[config.mk]
export PLATFORM = sky130hd
export DESIGN_NAME = hilo_ctrl
export DESIGN_NICKNAME = d
export VERILOG_FILES = /design/src/rtl/hilo_pkg.sv /design/src/rtl/hilo_regs.sv /design/src/rtl/hilo_ctrl.sv
export SDC_FILE = /design/constraint.sdc
export NUM_CORES = 1
export LEC_CHECK = 0
export CAP_MARGIN = 40
export CELL_PAD_IN_SITES_DETAIL_PLACEMENT = 1
export CELL_PAD_IN_SITES_GLOBAL_PLACEMENT = 2
export CORE_MARGIN = 1
export CORE_UTILIZATION = 26
export DETAILED_ROUTE_END_ITERATION = 8
export MAX_ROUTING_LAYER = met4
export PLACE_DENSITY_LB_ADDON = 0.1
export SYNTH_ARGS = -nofsm -noshare
export SYNTH_HDL_FRONTEND = slang
export SYNTH_SLANG_ARGS = --single-unit
[constraint.sdc]
create_clock -name i_clk -period 3.02 [get_ports i_clk]
set_input_delay 0.604 -clock i_clk [delete_from_list [all_inputs] [get_ports i_clk]]
set_output_delay 0.604 -clock i_clk [all_outputs]
set_load 0.02 [all_outputs]
[src/rtl/hilo_pkg.sv]
// Shared definitions for the HI/LO divide sequencer: FSM state encoding,
// the wait-counter width and the default divider latency.
package hilo_pkg;

    localparam int DIV_LATENCY_DEF = 36;
    localparam int CNT_W           = 6;

    typedef enum logic [1:0] {
        S_IDLE    = 2'd0,
        S_ISSUE   = 2'd1,
        S_WAIT    = 2'd2,
        S_CAPTURE = 2'd3
    } state_t;

endpackage

[src/rtl/hilo_regs.sv]
// Architectural HI/LO register pair with independent write enables.
module hilo_regs (
    input  logic        i_clk,
    input  logic        i_reset_n,
    input  logic        i_we_hi,
    input  logic        i_we_lo,
    input  logic [31:0] i_hi_d,
    input  logic [31:0] i_lo_d,
    output logic [31:0] o_hi,
    output logic [31:0] o_lo
);

    logic [31:0] r_hi;
    logic [31:0] r_lo;

    always_ff @(posedge i_clk or negedge i_reset_n) begin
        if (!i_reset_n) begin
            r_hi <= '0;
            r_lo <= '0;
        end else begin
            if (i_we_hi) r_hi <= i_hi_d;
            if (i_we_lo) r_lo <= i_lo_d;
        end
    end

    assign o_hi = r_hi;
    assign o_lo = r_lo;

endmodule

[src/rtl/hilo_ctrl.sv]
// Sequences a divide between the pipeline and the multi-cycle divider, traps
// divide-by-zero before issue and services mthi/mtlo writes while idle.
module hilo_ctrl
    import hilo_pkg::*;
#(
    parameter int DIV_LATENCY = DIV_LATENCY_DEF
) (
    input  logic        i_clk,
    input  logic        i_reset_n,
    input  logic        i_div_req,
    input  logic [31:0] i_rs_val,
    input  logic [31:0] i_rt_val,
    input  logic        i_mthi,
    input  logic        i_mtlo,
    input  logic [31:0] i_wdata,
    input  logic [31:0] i_div_hi,
    input  logic [31:0] i_div_lo,
    output logic        o_div_start,
    output logic [31:0] o_div_a,
    output logic [31:0] o_div_b,
    output logic        o_busy,
    output logic        o_done,
    output logic        o_div0_exc,
    output logic [31:0] o_hi,
    output logic [31:0] o_lo
);

    localparam logic [CNT_W-1:0] C_LAST = CNT_W'(DIV_LATENCY - 1);

    state_t           r_state;
    state_t           w_next;
    logic [CNT_W-1:0] r_cnt;
    logic [31:0]      r_div_a;
    logic [31:0]      r_div_b;
    logic             r_done;
    logic             r_div0;
    logic             w_idle;
    logic             w_rt_zero;
    logic             w_accept;
    logic             w_trap;
    logic             w_start;
    logic             w_capture;
    logic             w_we_hi;
    logic             w_we_lo;
    logic [31:0]      w_hi_d;
    logic [31:0]      w_lo_d;

    assign w_idle    = (r_state == S_IDLE);
    assign w_rt_zero = (i_rt_val == '0);
    assign w_accept  = w_idle && i_div_req && !w_rt_zero;
    assign w_trap    = w_idle && i_div_req && w_rt_zero;

    always_comb begin
        w_next    = r_state;
        w_start   = 1'b0;
        w_capture = 1'b0;
        case (r_state)
            S_IDLE:    if (w_accept) w_next = S_ISSUE;
            S_ISSUE: begin
                w_start = 1'b1;
                w_next  = S_WAIT;
            end
            S_WAIT:    if (r_cnt == C_LAST) w_next = S_CAPTURE;
            S_CAPTURE: begin
                w_capture = 1'b1;
                w_next    = S_IDLE;
            end
            default:   w_next = S_IDLE;
        endcase
    end

    // Counter is zeroed on the way into WAIT so each divide starts from 0.
    always_ff @(posedge i_clk or negedge i_reset_n) begin
        if (!i_reset_n) begin
            r_state <= S_IDLE;
            r_cnt   <= '0;
            r_div_a <= '0;
            r_div_b <= '0;
            r_done  <= 1'b0;
            r_div0  <= 1'b0;
        end else begin
            r_state <= w_next;
            if (r_state == S_WAIT) r_cnt <= r_cnt + 1'b1;
            else                   r_cnt <= '0;
            if (w_accept) begin
                r_div_a <= i_rs_val;
                r_div_b <= i_rt_val;
            end
            r_done <= w_capture;
            r_div0 <= w_trap;
        end
    end

    // CAPTURE and IDLE are exclusive, so the divider result never races mthi/mtlo.
    assign w_we_hi = w_capture || (w_idle && i_mthi);
    assign w_we_lo = w_capture || (w_idle && i_mtlo);
    assign w_hi_d  = w_capture ? i_div_hi : i_wdata;
    assign w_lo_d  = w_capture ? i_div_lo : i_wdata;

    hilo_regs u_regs (
        .i_clk     (i_clk),
        .i_reset_n (i_reset_n),
        .i_we_hi   (w_we_hi),
        .i_we_lo   (w_we_lo),
        .i_hi_d    (w_hi_d),
        .i_lo_d    (w_lo_d),
        .o_hi      (o_hi),
        .o_lo      (o_lo)
    );

    assign o_div_start = w_start;
    assign o_div_a     = r_div_a;
    assign o_div_b     = r_div_b;
    assign o_busy      = !w_idle || w_accept;
    assign o_done      = r_done;
    assign o_div0_exc  = r_div0;

endmodule
==> results.yml, run 1 <==
yosys:
  ys_warn_count: 0
  yosysTopAreaCellShare: 0.585
  ys.flop_type: "dfrtp_1"
  syn_area_um2: 5900
  ys_types: 27
  synth_area_leaders: "dfrtp_1 (59%), mux2_2 (11%), mux2i_1 (11%)"
  yosysSeqAreaShare: 0.585
  syn_inst: 474
  ys_ff_latch: 138
  async_reset_ff_frac: 1.00
  yosys.cell_count.top_type: "dfrtp_1"
  syn_avg_cell_area_um2: 12.4
  syn_nets: 645
  synth.largest_area_cell: "dfrtp_1"
  synthTopCellsByCount: "dfrtp_1 (138), nand2_1 (71), o21ai_0 (66), mux2i_1 (65), mux2_2 (58)"
  synth_edf_count: 0
grt:
  grt_pass1_wl_mm: 31.3
  grt-ovfl-total: 0
  grt_pass1_vias: 5446
  antenna_found_initial: 2
  grt_max_degree: 75
  groute.usage.overall: 0.182
finish:
  n_fill_cell: 2353
  finish.net_count: 949
  drive_gt1_frac: 0.142
  postLayoutCellArea_um2: 9890
  area_delta_synth_final_pct: 67.6
floorplan:
  dieArea_um2: 23300
  die_w_um: 153
  ios: 297
  core_um2: 22000
  rows: 54
  initial_core_util: 0.268
  dieHeight_um: 153
timing:
  rsz0062_at_grt: "no"
  slew_viol_final: 0
  hold_viol_final: 0
  min_period_ns: 2.85
  fmax_mhz: 351
  tns_ns: 0
  tightest_slew_ns: 0.716
  holdWs_ns: 0.167
  setup_viol: 0
  setup_slack_ns: 0.171
  fin_crit_sh: 0.943
  slew_headroom: 0.523
  worst_clock_skew_ns: 0.0101
pwr:
  powerDensity_nw_per_um2: 1080
  swShare: 0.379
  ir_drop_v: 0.000372
  total_power_mw: 10.7
  p_int_mw: 6.64
  p_switching_mw: 4.06
  pwr-share-clk: 0.201
  p_leak_nw: 4.38
  seqPwrFrac: 0.305
  pwr-share-comb: 0.495
clock_network:
  cts_tree: "yes"
  clock-sinks: 138
  cts.path.max_buffers: 2
  clk_latency_ns: 0.42
  cts_buffers: 17
  ctsHoldBuffers: 0
  clkSlewWorstSetupHoldPaths_ns: 0.06
  cts-root-buf: "clkbuf_16"
  h-tree-depth: 4
min_path:
  hp-class: "in2async"
worst_setup_path:
  worstPathMaxFanout: 2
  crit_type: "in2out"
  end_kind: "primary output"
  required_ns: 2.42
  cp.arrival_ns: 2.24
  startpoint_type: "input port"
placement:
  place_congestion: 0.782
  dp_hpwl_mm: 14.7
  portBuffers: 296
  dp_slack_ns: -0.226
  place_area_um2: 9270
route:
  wl_mm: 19.8
  wl_per_cell_um: 18.5
  drt_iter0_drc: 156
  ant_nets: 0
  viasPerCell: 4.56
  drcViolationCount: 23
  drt_first_pass_iters: 9
  num_vias: 4895
outcome:
  outcome: "finished with violations"
  violations: "DRC"
job:
  drv_cap: 0
==> state kept, by name (all words and copies together), names as in the netlist <==
register and flops:
o_div_b 32, o_done 1, r_cnt 6, u_regs.o_hi 32, u_regs.o_lo 32, o_div0_exc 1, o_div_a 32, r_state 2
==> metrics by stage <==
| step | std cells | utilization |
|---|---|---|
| 2_1_floorplan | 474 | - |
| 3_3_place_gp | 1038 | 0.421 |
| 3_5_place_dp | 1038 | 0.421 |
| 4_1_cts | 1071 | 0.449 |
| 5_1_grt | 1073 | 0.449 |
| 6_report | 1073 | 0.449 |
==> final cells by class <==
class	instances	area, um2	share of cell area
antenna	2	5.00	0.000506
clock buffer	17	425	0.0430
clock inverter	15	175	0.0177
inverter	4	15.0	0.00152
multi-input combinational	305	2310	0.233
sequential	138	3450	0.349
tap	280	350	0.0354
timing repair buffer	312	3160	0.319
==> critical path: stages <==
cell and delay, ns:
clkdlybuf4s50_1 0.44, nor4_1 0.33, nand4_1 0.23, o21ai_2 0.22, nand2_1 0.07, dlygate4sd2_1 0.34
==> power by group through the flow <==
| stage | Sequential, mW | Combinational [mW] | Clock, mW |
|---|---|---|---|
| 2_1_floorplan | 4.30 | 1.65 | 0 |
| 3_3_place_gp | 3.24 | 5.29 | 0 |
| 3_5_place_dp | 3.29 | 5.36 | 0 |
| 4_1_cts | 3.27 | 5.38 | 2.23 |
| 5_1_grt | 3.39 | 5.67 | 2.31 |
| 6_report | 3.26 | 5.29 | 2.15 |
==> cells in the final DEF (no fill, tap or decap), types with 3 or more instances in the layout <==
cell / instances
mux2_1: 6
mux2_2: 58
clkbuf_16: 17
inv_8: 3
nand2_1: 69
buf_4: 10
clkdlybuf4s50_1: 294
ha_1: 5
inv_1: 4
buf_12: 6
mux2i_1: 65
inv_6: 6
nor4_1: 10
dfrtp_1: 138
and2_1: 4
xnor2_1: 3
o21ai_0: 65
==> cells by family (layout without fill, tap and decap cells) <==
group	Yosys count	after routing	synth area share
fa+ha+maj	6	6	0.0127
mux	129	129	0.232
other cells	0	2	0
flops	138	138	0.585
compound gates	71	71	0.0653
buf+inv	31	348	0.0274
simple gates	95	95	0.0708
xor+xnor	4	4	0.00594
==> metal layers <==
metal | part of all wire | GRT usage
met5 | 0 | -
met4 | 0.016 | 0.0625
met2 | 0.49 | 0.298
met3 | 0.10 | 0.0734
met1 | 0.40 | 0.199
==> timing repair <==
| action | 4_1_cts | 5_1_grt |
|---|---|---|
| setup buffers | 1 | 0 |
| setup endpoints to repair | 1 | 0 |
| resized for setup | 3 | 0 |
==> final timing paths <==
check,start,endpoint,slack [ns],cells past startpoint
setup reg to reg,r_state[0]$_DFFE_PN0P_,u_regs.o_lo[21]$_DFFE_PN0P_,0.85,6
hold / removal,i_reset_n,o_div_b[28]$_DFFE_PN0P_,0.17,1
min in group i_clk,r_cnt[0]$_DFF_PN0_,r_cnt[0]$_DFF_PN0_,0.46,1
hold reg to reg,r_cnt[0]$_DFF_PN0_,r_cnt[0]$_DFF_PN0_,0.46,1
max in group asynchronous,i_reset_n,o_div_b[2]$_DFFE_PN0P_,2.11,2
setup / recovery,i_rt_val[26],o_busy,0.17,6
(Power assumes the default switching activity.)
==> run 2: changes to the inputs <==
Settings changed: CORE_ASPECT_RATIO set to 0.75.
==> results.yml, run 2 (same netlist as run 1, synthesis figures left out) <==
grt:
  grt_max_degree: 130
  grt-ovfl-total: 0
  grt_pass1_vias: 5494
  groute.usage.overall: 0.179
  antenna_found_initial: 0
  grt_pass1_wl_mm: 30.8
pwr:
  ir_drop_v: 0.000428
  p_leak_nw: 4.36
  powerDensity_nw_per_um2: 1080
  total_power_mw: 10.7
worst_setup_path:
  worstReg2RegEnd: "u_regs.o_hi[25]$_DFFE_PN0P_"
  worstPathMaxFanout: 2
  crit_family: "buffers and inverters"
  required_ns: 2.42
  r2r_cells: 6
  crit_slowest_cell: "nor4_1"
  crit_path_cell_trace: "clkdlybuf4s50_1 > nor4_1 > nand4_1 > o21ai_2 > nand2_1 > dlygate4sd2_1"
  critical_path_depth: 6
  r2r_start: "r_state[0]$_DFFE_PN0P_"
  crit_type: "in2out"
  cp-endpoint: "o_busy"
  cp_slowest_stage_delay_ns: 0.47
  r2r_slack_ns: 0.71
  cp.arrival_ns: 2.32
  startpoint_type: "input port"
  critPathLaunch: "i_rt_val[1]"
  end_kind: "primary output"
  crit_buf_inv: 2
placement:
  dp_hpwl_mm: 14.3
  portBuffers: 296
  place_congestion: 0.807
  place_area_um2: 9250
  dp.cells: 1053
route:
  drcViolationCount: 0
  wl_per_cell_um: 17.9
  ant_nets: 0
  wl_mm: 19.4
  drt_iter0_drc: 134
  drt_first_pass_iters: 4
  viasPerCell: 4.44
  num_vias: 4819
timing:
  slew_headroom: 0.460
  worst_clock_skew_ns: 0.0139
  fmax_mhz: 342
  fin_crit_sh: 0.967
  holdWs_ns: 0.165
  setup_viol: 0
  rsz0062_at_grt: "no"
  hold_viol_final: 0
  min_period_ns: 2.92
  slew_viol_final: 0
  tightest_slew_ns: 0.811
clock_network:
  clk_latency_ns: 0.42
  cts_buffers: 17
  clock-sinks: 138
  cts-root-buf: "clkbuf_16"
  clkSlewWorstSetupHoldPaths_ns: 0.07
  h-tree-depth: 4
  cts_tree: "yes"
  cts.path.max_buffers: 2
  ctsHoldBuffers: 0
  postCtsSetupBuffers: 0
job:
  drv_cap: 0
floorplan:
  ios: 297
  die_w_um: 176
  core_um2: 22200
  dieHeight_um: 132
  rows: 47
  initial_core_util: 0.266
  dieArea_um2: 23300
finish:
  final_common_cell: "clkdlybuf4s50_1"
  multiInputGateArea_um2: 2320
  n_antenna_cell: 0
  finish.net_count: 949
  n_fill_cell: 2345
  layout_common_cells: "clkdlybuf4s50_1 (294), dfrtp_1 (138), nand2_1 (69)"
  postLayoutCellArea_um2: 9880
  area_delta_synth_final_pct: 67.4
  drive_gt1_frac: 0.143
  seq_area_um2: 3450
  fin_cells: 1085
outcome:
  outcome: "finished, final reports clean"
min_path:
  hp-class: "in2async"
## run 2: cell types whose count changed in the layout (fill, tap and decap cells not counted), sizes merged
cell / change
clkinvlp: -1
clkinv: +3
diode: -2
inv: -4
clkbuf: +2
## run 2: layout make-up
class | instances | area share
flip-flops and latches | 138 | 0.350
repair buffers | 312 | 0.315
multi-input cells | 305 | 0.235
clock buffers | 19 | 0.0459
well taps | 294 | 0.0372
clock inverters | 13 | 0.0162
inverters | 4 | 0.00152
## run 2: power by group
part	total [mW]	switching (mW)	leakage, nW	internal, mW
sequential	3.25	0.485	1.67	2.76
combinational	5.24	2.65	2.39	2.59
clock	2.17	0.884	0.299	1.29
## run 2: routing by layer
layer / vias up / GRT usage / part of all wire
met4: 0 / 0.0507 / 0.014
met2: 151 / 0.291 / 0.49
met5: - / - / 0
met1: 2377 / 0.212 / 0.42
li1: 2273 / - / -
met3: 18 / 0.0569 / 0.068
## run 2: what timing repair did
| item | in CTS | in global routing |
|---|---|---|
| setup endpoints to repair | 1 | 1 |
| pin swaps | 0 | 1 |
| resized for setup | 2 | 3 |
| endpoints found under the hold margin | 0 | 0 |
| cloned | 0 | 0 |
## run 2: metrics by stage
| stage | setup WS (ns) | TNS, ns | utilization |
|---|---|---|---|
| 2_1_floorplan | 0.814 | 0 | - |
| 3_3_place_gp | -0.248 | -0.248 | 0.417 |
| 3_5_place_dp | -0.215 | -0.215 | 0.417 |
| 4_1_cts | 0.0408 | 0 | 0.445 |
| 5_1_grt | 0.00579 | 0 | 0.446 |
| 6_report | 0.100 | 0 | 0.446 |
## run 2: worst min path at each step
stage / startpoint / to / slack, ns / cells past startpoint
floorplan: i_reset_n / o_div0_exc$_DFF_PN0_ / 0.31 / 0
global placement: r_cnt[0]$_DFF_PN0_ / r_cnt[0]$_DFF_PN0_ / 0.45 / 1
detailed placement: r_cnt[0]$_DFF_PN0_ / r_cnt[0]$_DFF_PN0_ / 0.47 / 1
CTS: i_reset_n / u_regs.o_hi[30]$_DFFE_PN0P_ / 0.25 / 1
global route: i_reset_n / u_regs.o_hi[30]$_DFFE_PN0P_ / 0.23 / 1
finish: i_reset_n / u_regs.o_hi[30]$_DFFE_PN0P_ / 0.17 / 1
